--- src/rtl/cpc_bus_initiator.sv ---
// CPC Z80-style bus initiator: turns single requests into T1/T2/TW/T3
// memory, I/O and bank-select cycles with registered, glitch-free strobes.
module cpc_bus_initiator (
  input  logic        CLK,
  input  logic        RESET,
  input  logic        req_valid,
  output logic        req_ready,
  input  logic [1:0]  req_type,
  input  logic [15:0] req_addr,
  input  logic [7:0]  req_wdata,
  output logic        rsp_valid,
  output logic [7:0]  rsp_rdata,
  output logic        rsp_ext,
  output logic [15:0] A,
  output logic [7:0]  D_out,
  output logic        D_oe,
  input  logic [7:0]  D_in,
  output logic        MREQ_B,
  output logic        IOREQ_B,
  output logic        RD_B,
  output logic        WR_B,
  output logic        RAMRD_B,
  output logic        M1_B,
  output logic        RFSH_B,
  input  logic        READY,
  input  logic        RAMDIS,
  output logic [7:0]  bank_q
);

  typedef enum logic [2:0] {
    IDLE, T1, T2, TW, T3
  } state_t;

  localparam logic [1:0] MEM_RD = 2'b00;
  localparam logic [1:0] MEM_WR = 2'b01;
  localparam logic [1:0] BANK   = 2'b11;

  state_t      state_q, state_d;
  logic [1:0]  type_q, type_d;
  logic [15:0] addr_q, addr_d;
  logic [7:0]  data_q, data_d;
  logic [15:0] a_q, a_d;
  logic [7:0]  dout_q, dout_d;
  logic        doe_q, doe_d;
  // {MREQ, IOREQ, RD, WR, RAMRD}, active low
  logic [4:0]  strb_q, strb_d;
  logic        rsp_valid_q, rsp_valid_d;
  logic [7:0]  rdata_q, rdata_d;
  logic        ext_q, ext_d;
  logic [7:0]  bank_d;
  logic        busy, late, is_io, is_rd;

  // Sequencer: next state and request capture at acceptance.
  always_comb begin
    state_d = state_q;
    type_d  = type_q;
    addr_d  = addr_q;
    data_d  = data_q;
    case (state_q)
      IDLE: if (req_valid) begin
        state_d = T1;
        type_d  = req_type;
        if (req_type == BANK) begin
          addr_d = 16'h7F00;
          data_d = {2'b11, req_wdata[5:0]};
        end else begin
          addr_d = req_addr;
          data_d = req_wdata;
        end
      end
      T1: state_d = T2;
      // I/O always takes one TW regardless of READY
      T2: state_d = (type_q[1] || !READY) ? TW : T3;
      TW: if (READY) state_d = T3;
      T3: state_d = IDLE;
      default: state_d = IDLE;
    endcase
  end

  // Bus outputs derived from the state being entered, so they register cleanly.
  always_comb begin
    busy   = (state_d != IDLE);
    late   = (state_d == T2) || (state_d == TW) || (state_d == T3);
    is_io  = type_d[1];
    is_rd  = (type_d == MEM_RD);
    a_d    = busy ? addr_d : 16'h0000;
    doe_d  = busy && !is_rd;
    dout_d = doe_d ? data_d : 8'h00;
    strb_d = 5'b11111;
    strb_d[4] = !(busy && !is_io);
    strb_d[3] = !(late && is_io);
    strb_d[2] = !(busy && is_rd);
    strb_d[1] = !(late && (is_io || type_d == MEM_WR));
    strb_d[0] = !(busy && is_rd);
  end

  // Completion: response pulse, read capture and bank shadow at end of T3.
  always_comb begin
    rsp_valid_d = (state_q == T3);
    rdata_d     = rdata_q;
    ext_d       = ext_q;
    bank_d      = bank_q;
    if (state_q == T3) begin
      if (type_q == MEM_RD) begin
        rdata_d = D_in;
        ext_d   = RAMDIS;
      end
      if (type_q[1] && addr_q[15:8] == 8'h7F && data_q[7:6] == 2'b11)
        bank_d = data_q;
    end
  end

  // All state and registered outputs.
  always_ff @(posedge CLK or posedge RESET) begin
    if (RESET) begin
      state_q     <= IDLE;
      type_q      <= 2'b00;
      addr_q      <= 16'h0000;
      data_q      <= 8'h00;
      a_q         <= 16'h0000;
      dout_q      <= 8'h00;
      doe_q       <= 1'b0;
      strb_q      <= 5'b11111;
      rsp_valid_q <= 1'b0;
      rdata_q     <= 8'h00;
      ext_q       <= 1'b0;
      bank_q      <= 8'hC0;
    end else begin
      state_q     <= state_d;
      type_q      <= type_d;
      addr_q      <= addr_d;
      data_q      <= data_d;
      a_q         <= a_d;
      dout_q      <= dout_d;
      doe_q       <= doe_d;
      strb_q      <= strb_d;
      rsp_valid_q <= rsp_valid_d;
      rdata_q     <= rdata_d;
      ext_q       <= ext_d;
      bank_q      <= bank_d;
    end
  end

  assign req_ready = (state_q == IDLE);
  assign rsp_valid = rsp_valid_q;
  assign rsp_rdata = rdata_q;
  assign rsp_ext   = ext_q;
  assign A         = a_q;
  assign D_out     = dout_q;
  assign D_oe      = doe_q;
  assign MREQ_B    = strb_q[4];
  assign IOREQ_B   = strb_q[3];
  assign RD_B      = strb_q[2];
  assign WR_B      = strb_q[1];
  assign RAMRD_B   = strb_q[0];
  assign M1_B      = 1'b1;
  assign RFSH_B    = 1'b1;

endmodule
--- config.mk ---
export PLATFORM = sky130hd
export DESIGN_NAME = cpc_bus_initiator
export DESIGN_NICKNAME = d
export VERILOG_FILES = /design/src/rtl/cpc_bus_initiator.sv
export SDC_FILE = /design/constraint.sdc
export NUM_CORES = 1
export LEC_CHECK = 0
export CAP_MARGIN = 20
export CORE_ASPECT_RATIO = 2
export CORE_MARGIN = 2
export CORE_UTILIZATION = 50
export DETAILED_ROUTE_END_ITERATION = 7
export PLACE_DENSITY = 0.84
export SLEW_MARGIN = 25
export SYNTH_ARGS = -nofsm -noshare
export SYNTH_HDL_FRONTEND = slang
export SYNTH_SLANG_ARGS = --single-unit
--- constraint.sdc ---
create_clock -name CLK -period 7.63 [get_ports CLK]
set_clock_uncertainty 0.15 [all_clocks]
set_input_delay 1.526 -clock CLK [delete_from_list [all_inputs] [get_ports CLK]]
set_output_delay 1.526 -clock CLK [all_outputs]
set_load 0.03 [all_outputs]
==> Yosys cells after proc, flatten, opt, wreduce, memory -nomap -nowiden <==
Cells that the tools add are included.
{ "classes": {"n_eq_ne": 11, "n_mux": 14, "reduce_logical": 24} }
{ "ops": {"columns": ["operator", "count"], "rows": [
  ["$mux W16", 4],
  ["$mux W8", 4],
  ["$eq A3 B2 Y1 const B", 4],
  ["$pmux W3 S4", 1],
  ["$mux W3", 3],
  ["$eq A8 B7 Y1 const B", 1],
  ["$logic_and A1 B1 Y1", 7],
  ["$logic_not A1 Y1", 7],
  ["$eq A3 B3 Y1 const B", 2],
  ["$eq A2 B2 Y1 const B", 2],
  ["$logic_not A2 Y1", 2],
  ["$logic_or A1 B1 Y1", 4],
  ["$mux W2", 2],
  ["$reduce_and A2 Y1", 2],
  ["$eq A3 B1 Y1 const B", 1],
  ["$logic_not A3 Y1", 1],
  ["$reduce_bool A3 Y1", 1],
  ["$eq A2 B1 Y1 const B", 1]
]} }
{ "word_totals": {"ff_bits": 77, "output_inout_bits": 51, "elab_cells": 61} }

==> Longest topological paths before layout <==
Gate-level depths: netlist of the first run.
{ "depth": {"word_depth": 9, "depth_mapped": 6, "mapped_depth_nobuf": 3} }

==> Worst setup path after synthesis of the first run <==
OpenSTA, ideal clock, no wires.
{ "synth_path": {"path_kind": "reg-to-output", "from": "register state_q[1]", "to": "output port req_ready", "arrival_time_ns": 1.191, "required_ns": 5.954, "setup_slack_ns": 4.763, "path_stages_with_launch": 3, "n_path_buf": 1, "cell_sequence": "dfrtp_1 buf_2 nor3_1"} }
{ "synth_via": {"elab_chain_cells": 1} }
{ "synth_lines": {"columns": ["item", "line", "rtl"], "rows": [
  ["from (decl)", "38", "state_t state_q, state_d;"],
  ["from (signal assigned)", "129", "state_q <= state_d;"],
  ["$logic_not A3 Y1", "144", "assign req_ready = (state_q == IDLE);"],
  ["to (decl)", "7", "output logic req_ready,"]
]} }
No other way between the ends.

==> Final worst setup path of the first run <==
{ "layout_path": {"from": "input port req_valid", "to": "register strb_q[4]"} }
{ "layout_via": {"elab_chain_cells": 5} }
{ "layout_lines": {"columns": ["item", "line", "rtl"], "rows": [
  ["from (decl)", "6", "input logic req_valid,"],
  ["$mux W2", "60", "IDLE: if (req_valid) begin"],
  ["$mux W2", "59", "case (state_q)"],
  ["net type_d[1]", "39", "logic [1:0] type_q, type_d;"],
  ["$logic_not A1 Y1", "90", "strb_d[4] = !(busy && !is_io);"],
  ["$logic_and A1 B1 Y1", "90", null],
  ["$logic_not A1 Y1", "90", null],
  ["net strb_d[4]", "46", "logic [4:0] strb_q, strb_d;"],
  ["to (signal assigned)", "136", "strb_q <= strb_d;"],
  ["to (decl)", "46", null]
]} }
The timed path passes the listed nets, and every way through them passes these cells.
A chain may end at the register's enable or synchronous reset.

==> impl_metrics.json, run 1 <==
{
  "dpl.hpwl_um": 4600,
  "drt_iter0_drc": 60,
  "syn_area_mm2": 0.00297,
  "grt_pass1_wl_um": 10700,
  "report.final.slew_viol_count": 0,
  "drc_errors": 0,
  "portBuffers": 87,
  "synth_commonest_cells": "dfrtp_1 (70), nand2_1 (48), a21oi_1 (24), nand3_1 (23), nor2_1 (17)",
  "grt_overflow": 0,
  "critPathMaxStageDelay_ps": 880,
  "ys_types": 33,
  "status": "completed",
  "n_antenna_cell": 0,
  "ys_ff_latch": 76,
  "final_area_mm2": 0.00415,
  "wire_per_inst_um": 15.8,
  "ys_seq_area_share_pct": 64.3,
  "vdd_drop_max_mv": 0.316,
  "worstPathRequired_ps": 7740,
  "slowest_stage": "or4b_1",
  "cp.arrival_ps": 3600,
  "finalHoldViolations": 0,
  "crit_family": "simple AND/OR/NAND/NOR gates",
  "wl_um": 6490,
  "grt_max_degree": 77,
  "drv_cap": 0,
  "die_height_um": 113,
  "cts_repair_resize_count": 0,
  "p_leak_nw": 1.87,
  "syn_area_per_cell_um2": 11.3,
  "clockBufferDepth": 2,
  "core_mm2": 0.00571,
  "hp-start": "type_q[0]",
  "cts_hold_buffers": 0,
  "synth_top_area_share_pct": 59.0,
  "grt_pass1_vias": 2247,
  "yosysMostFrequentCell": "dfrtp_1",
  "cts_buffers": 9,
  "cp-end-kind": "flip-flop",
  "synth_edf_count": 0,
  "antenna_found_initial": 0,
  "cts_root_buffer": "clkbuf_16",
  "cts_tree": "built",
  "vias_per_cell": 5.42,
  "clkSinkCount": 76,
  "critical_path.startpoint": "req_valid",
  "die-area_mm2": 0.00661,
  "start_kind": "input pin",
  "grt_usage_pct": 22.0,
  "nFillCells": 388,
  "ctsHtreeMaxLevel": 3,
  "max-slew-margin-rel_pct": 38.9,
  "setup_violations": 0,
  "fin_crit_sh_pct": 45.8,
  "synthArstFlopShare_pct": 100,
  "fin_nets": 385,
  "dr_total_vias": 2234,
  "area_growth_pct": 39.9,
  "routabilityCongestion": 0.773,
  "drt_pass1_iterations": 4,
  "yosys_warnings": 0,
  "hold_class": "reg2reg",
  "rsz0062_at_grt": "no",
  "postRouteAntennaNets": 0,
  "post_cts_buffers": 0,
  "path_clk_slew_ps": 60,
  "syn_inst": 263,
  "cp_max_fo": 27,
  "period_minus_slack_ps": 3490,
  "power_density_mw_per_mm2": 432,
  "path_cells": "clkdlybuf4s50_1, or4b_1, mux2_4, or2_1",
  "cp_num_buf_inv": 1,
  "row_count": 39,
  "criticalPathCategory": "in2reg",
  "place_area_mm2": 0.00385,
  "rr_startpoint": "state_q[1]",
  "max_freq_ghz": 0.286,
  "die_x_um": 58.5,
  "layout-drive-gt1-share_pct": 14.8,
  "worstMarginPinSlew_ps": 916,
  "start_util_pct": 52.0,
  "yosys.area.top_type": "dfrtp_1",
  "yosys-top-cells-area": "dfrtp_1 (59%), nand2_1 (6.1%), mux2_2 (5.7%)",
  "io_pins": 90,
  "clkLatencyLatePin_ps": 330,
  "ys.flop_type": "dfrtp_1",
  "setup_tns_ps": 0
}
per-layer routing:
layer,routed length [um],GRT usage [%],vias up
met3,330,5.60,17
met5,0,0,-
met1,2290,23.8,1090
met4,216,13.0,0
met2,3660,37.5,79
li1,-,-,1048
sequential cells by signal, summed over array words and instances (netlist names):
name	cells
strb_q	4
D_oe	1
data_q	8
bank_q	8
type_q	2
addr_q	16
rsp_valid	1
state_q	3
rsp_rdata	8
D_out	8
rsp_ext	1
A	16
through the flow:
step | cells | total power [mW] | setup WS (ps) | utilization, % | hold WS, ps
floorplan | 264 | 1.11 | 4030 | - | 283
global route | 412 | 1.89 | 4030 | 72.7 | 348
detailed placement | 396 | 1.38 | 3800 | 67.4 | 301
global placement | 396 | 1.35 | 3830 | 67.4 | 295
finish | 412 | 1.79 | 4140 | 72.7 | 316
CTS | 412 | 1.81 | 4150 | 72.7 | 315
worst register-to-register path: stages, from the launching register on:
cell     delay, ps
dfrtp_1        480
or4b_1         970
mux2_4         460
or2_1          220
placed cells by master, fill, tap and decap left out, types with 2 or more instances in the layout:
cell type	netlist	routed
clkdlybuf4s50_1	0	87
dfrtp_1	70	70
nand2_1	48	48
a21oi_1	24	24
nand3_1	23	23
nor2_1	17	17
mux2_2	15	15
clkbuf_16	0	9
a211oi_1	7	7
or2_2	6	6
dfstp_2	6	6
buf_4	3	3
nand4_1	2	2
nor3_1	2	2
o21ai_0	2	2
nand2b_1	2	2
inv_1	3	2
mux2i_1	2	2
maj3_1	2	2
conb_1	1	2
where the power goes:
| group | internal (mW) | leakage, nW | total (mW) | switching (mW) |
|---|---|---|---|---|
| clock | 0.263 | 0.146 | 0.421 | 0.158 |
| combinational | 0.295 | 0.790 | 0.717 | 0.422 |
| sequential | 0.570 | 0.933 | 0.656 | 0.0858 |
| total | 1.13 | 1.87 | 1.79 | 0.666 |
final timing paths:
| check | end | slack, ps | cells after the start |
|---|---|---|---|
| min in group asynchronous | rsp_rdata[4] | 1650 | 3 |
| setup / recovery | strb_q[4] | 4140 | 4 |
| hold / removal | type_q[0] | 320 | 2 |
| setup reg to reg | strb_q[4] | 5280 | 3 |
| hold reg to reg | type_q[0] | 320 | 2 |
| max in group asynchronous | rsp_rdata[6] | 5090 | 3 |
layout make-up:
type                       count  area, um^2  share of cell area (%)
sequential                    76        1910                    46.0
multi-input combinational    166         958                    23.1
timing repair buffer          90         893                    21.5
clock buffer                  11         243                    5.85
tap                           61        76.3                    1.84
clock inverter                 5        60.1                    1.45
inverter                       3        11.3                   0.271
cell families after synthesis:
kind of cell / count (synthesis) / share of synthesized area [%]
compound gates: 35 / 6.66
fa+ha+maj: 2 / 0.675
buf+inv: 22 / 3.71
flops: 76 / 64.3
mux: 18 / 6.87
other cells: 1 / 0.126
simple gates: 109 / 17.6
Note: power is estimated with default switching activity, not from simulation.
==> inputs of run 2 (changes only) <==
--- a/config.mk
+++ b/config.mk
@@ -8,9 +8,9 @@
 export CAP_MARGIN = 20
 export CORE_ASPECT_RATIO = 2
 export CORE_MARGIN = 2
-export CORE_UTILIZATION = 50
+export CORE_UTILIZATION = 42
 export DETAILED_ROUTE_END_ITERATION = 7
-export PLACE_DENSITY = 0.84
+export PLACE_DENSITY = 0.76
 export SLEW_MARGIN = 25
 export SYNTH_ARGS = -nofsm -noshare
 export SYNTH_HDL_FRONTEND = slang
==> constraint.sdc (replaced) <==
create_clock -name CLK -period 2.8 [get_ports CLK]
set_clock_uncertainty 0.15 [all_clocks]
set_input_delay 0.56 -clock CLK [delete_from_list [all_inputs] [get_ports CLK]]
set_output_delay 0.56 -clock CLK [all_outputs]
set_load 0.03 [all_outputs]
==> run 2 against run 1 <==
- via count is 0.27% lower
- sequential cell count stayed put
- worst setup slack got worse by 3800 ps
- non-clock buffer count rose by 1
- register-to-register slack got worse by 4700 ps
- count of clock-buffer cells in the layout rose by 4
- critical path depth is 2 lower
- sequential power increased to 2.7 times the previous value
- combinational power grew to 2.7 times the previous value
- global-route usage shrank 3.6 points
==> impl_metrics.json, run 2 (same netlist as run 1, synthesis figures left out) <==
{
  "grt_max_degree": 77,
  "report.final.slew_viol_count": 0,
  "post_cts_buffers": 0,
  "drt_pass1_iterations": 4,
  "io_pins": 90,
  "vias_per_cell": 5.04,
  "antenna_found_initial": 0,
  "fin_nets": 386,
  "p_int_mw": 3.01,
  "start_util_pct": 43.1,
  "core_mm2": 0.00689,
  "die_x_um": 63.4,
  "pwr-share-comb_pct": 41.0,
  "cp-end-kind": "output pin",
  "max_freq_ghz": 0.410,
  "n_antenna_cell": 0,
  "cp_num_buf_inv": 1,
  "dpl.hpwl_um": 4730,
  "nFillCells": 622,
  "drt_iter0_drc": 111,
  "setup_violations": 0,
  "drc_errors": 0,
  "grt_usage_pct": 18.4,
  "period_minus_slack_ps": 2440,
  "final_area_mm2": 0.00418,
  "grt_overflow": 0,
  "die_height_um": 123,
  "p_sw_share_pct": 37.3,
  "postRouteAntennaNets": 0,
  "row_count": 43,
  "power_mw": 4.81,
  "layout-drive-gt1-share_pct": 14.2,
  "path_cells": "nor3_1, clkdlybuf4s50_1",
  "vdd_drop_max_mv": 0.615,
  "fin_crit_sh_pct": 87.2,
  "dr_total_vias": 2228,
  "wl_um": 6690,
  "cts_tree": "built",
  "cts_hold_buffers": 0,
  "ctsHtreeMaxLevel": 3,
  "seq_area_mm2": 0.00191,
  "clockBufferDepth": 2,
  "die-area_mm2": 0.00780,
  "crit_family": "buffers and inverters",
  "status": "completed",
  "area_growth_pct": 40.9,
  "final_cell_mix": "clkdlybuf4s50_1 (87), dfrtp_1 (70), nand2_1 (48)",
  "critPathMaxStageDelay_ps": 700,
  "p_seq_share_pct": 37.0,
  "drv_cap": 0,
  "multi_input_area_um2": 958,
  "grt_pass1_wl_um": 10900,
  "criticalPathCategory": "reg2out",
  "setup_tns_ps": 0,
  "worstPathRequired_ps": 2090,
  "cts_buffers": 9,
  "wire_per_inst_um": 15.1,
  "portBuffers": 87,
  "cp_max_fo": 10,
  "place_area_mm2": 0.00391,
  "stdcell_count": 442,
  "clkLatencyLatePin_ps": 330,
  "hold_class": "reg2reg",
  "cp.arrival_ps": 1730,
  "dp_cells": 426,
  "rsz0062_at_grt": "no",
  "cts_root_buffer": "clkbuf_16",
  "power_switching_mw": 1.79,
  "finalHoldViolations": 0,
  "whs_ps": 311,
  "max-slew-margin-rel_pct": 58.9,
  "slowest_stage": "clkdlybuf4s50_1",
  "p_leak_nw": 1.86,
  "start_kind": "flip-flop",
  "path_clk_slew_ps": 50,
  "grt_pass1_vias": 2321,
  "power_density_mw_per_mm2": 1150,
  "worstMarginPinSlew_ps": 612,
  "routabilityCongestion": 0.778,
  "clkSinkCount": 76,
  "p_clk_share_pct": 21.9,
  "cts_repair_resize_count": 0,
  "final_common_cell": "clkdlybuf4s50_1"
}
==> run 2: changes by cell type in the layout (fill, tap and decap cells not counted) <==
cell	previous run	this run
clkinv_2	1	0
buf_12	0	1
inv_6	1	0
bufinv_16	1	0
clkbuf_1	1	4
clkinv_4	1	0
clkbuf_8	1	2
==> run 2: layer usage <==
metal	routed length (um)	global-route usage [%]
met5	0	0
met4	231	10.9
met3	287	4.86
met2	3750	32.6
met1	2420	19.3
==> run 2: worst reg2reg max path: cells and delay by family (launching register included) <==
| family | cells | cell delay (ps) |
|---|---|---|
| DFF | 1 | 480 |
| muxes | 1 | 400 |
| and+or+nand+nor | 2 | 1060 |
==> run 2: stage by stage <==
| stage | setup WS (ps) | utilization [%] |
|---|---|---|
| 6_report | 359 | 60.7 |
| 5_1_grt | 273 | 60.7 |
| 4_1_cts | 359 | 60.7 |
| 3_5_place_dp | 441 | 56.7 |
| 3_3_place_gp | 442 | 56.7 |
| 2_1_floorplan | 162 | - |
==> run 2: layout make-up <==
| class | instances | area share, % |
|---|---|---|
| Timing Repair Buffer | 91 | 21.8 |
| Tap cell | 90 | 2.69 |
| Inverter | 3 | 0.269 |
| Multi-Input combinational cell | 166 | 22.9 |
| Clock buffer | 15 | 6.41 |
| Sequential cell | 76 | 45.7 |
| Clock inverter | 1 | 0.180 |
==> run 2: path summary, 6_finish.rpt <==
check                                start   endpoint  slack (ps)  cells after the start
worst max register to register  state_q[1]  bank_q[4]         580                      3
worst max-delay path            state_q[1]  req_ready         360                      2
worst min register to register   addr_q[1]  addr_q[1]         310                      2
max in group asynchronous            RESET  strb_q[3]        1660                      3
min in group asynchronous            RESET    rsp_ext         460                      3
worst min-delay path             addr_q[1]  addr_q[1]         310                      2
==> run 2: power groups by stage <==
stage	clock, mW	sequential, mW	combinational (mW)
floorplan	0	2.22	0.797
global placement	0	1.79	1.93
detailed placement	0	1.80	1.99
CTS	1.07	1.79	2.00
global route	1.12	1.84	2.12
finish	1.05	1.78	1.97
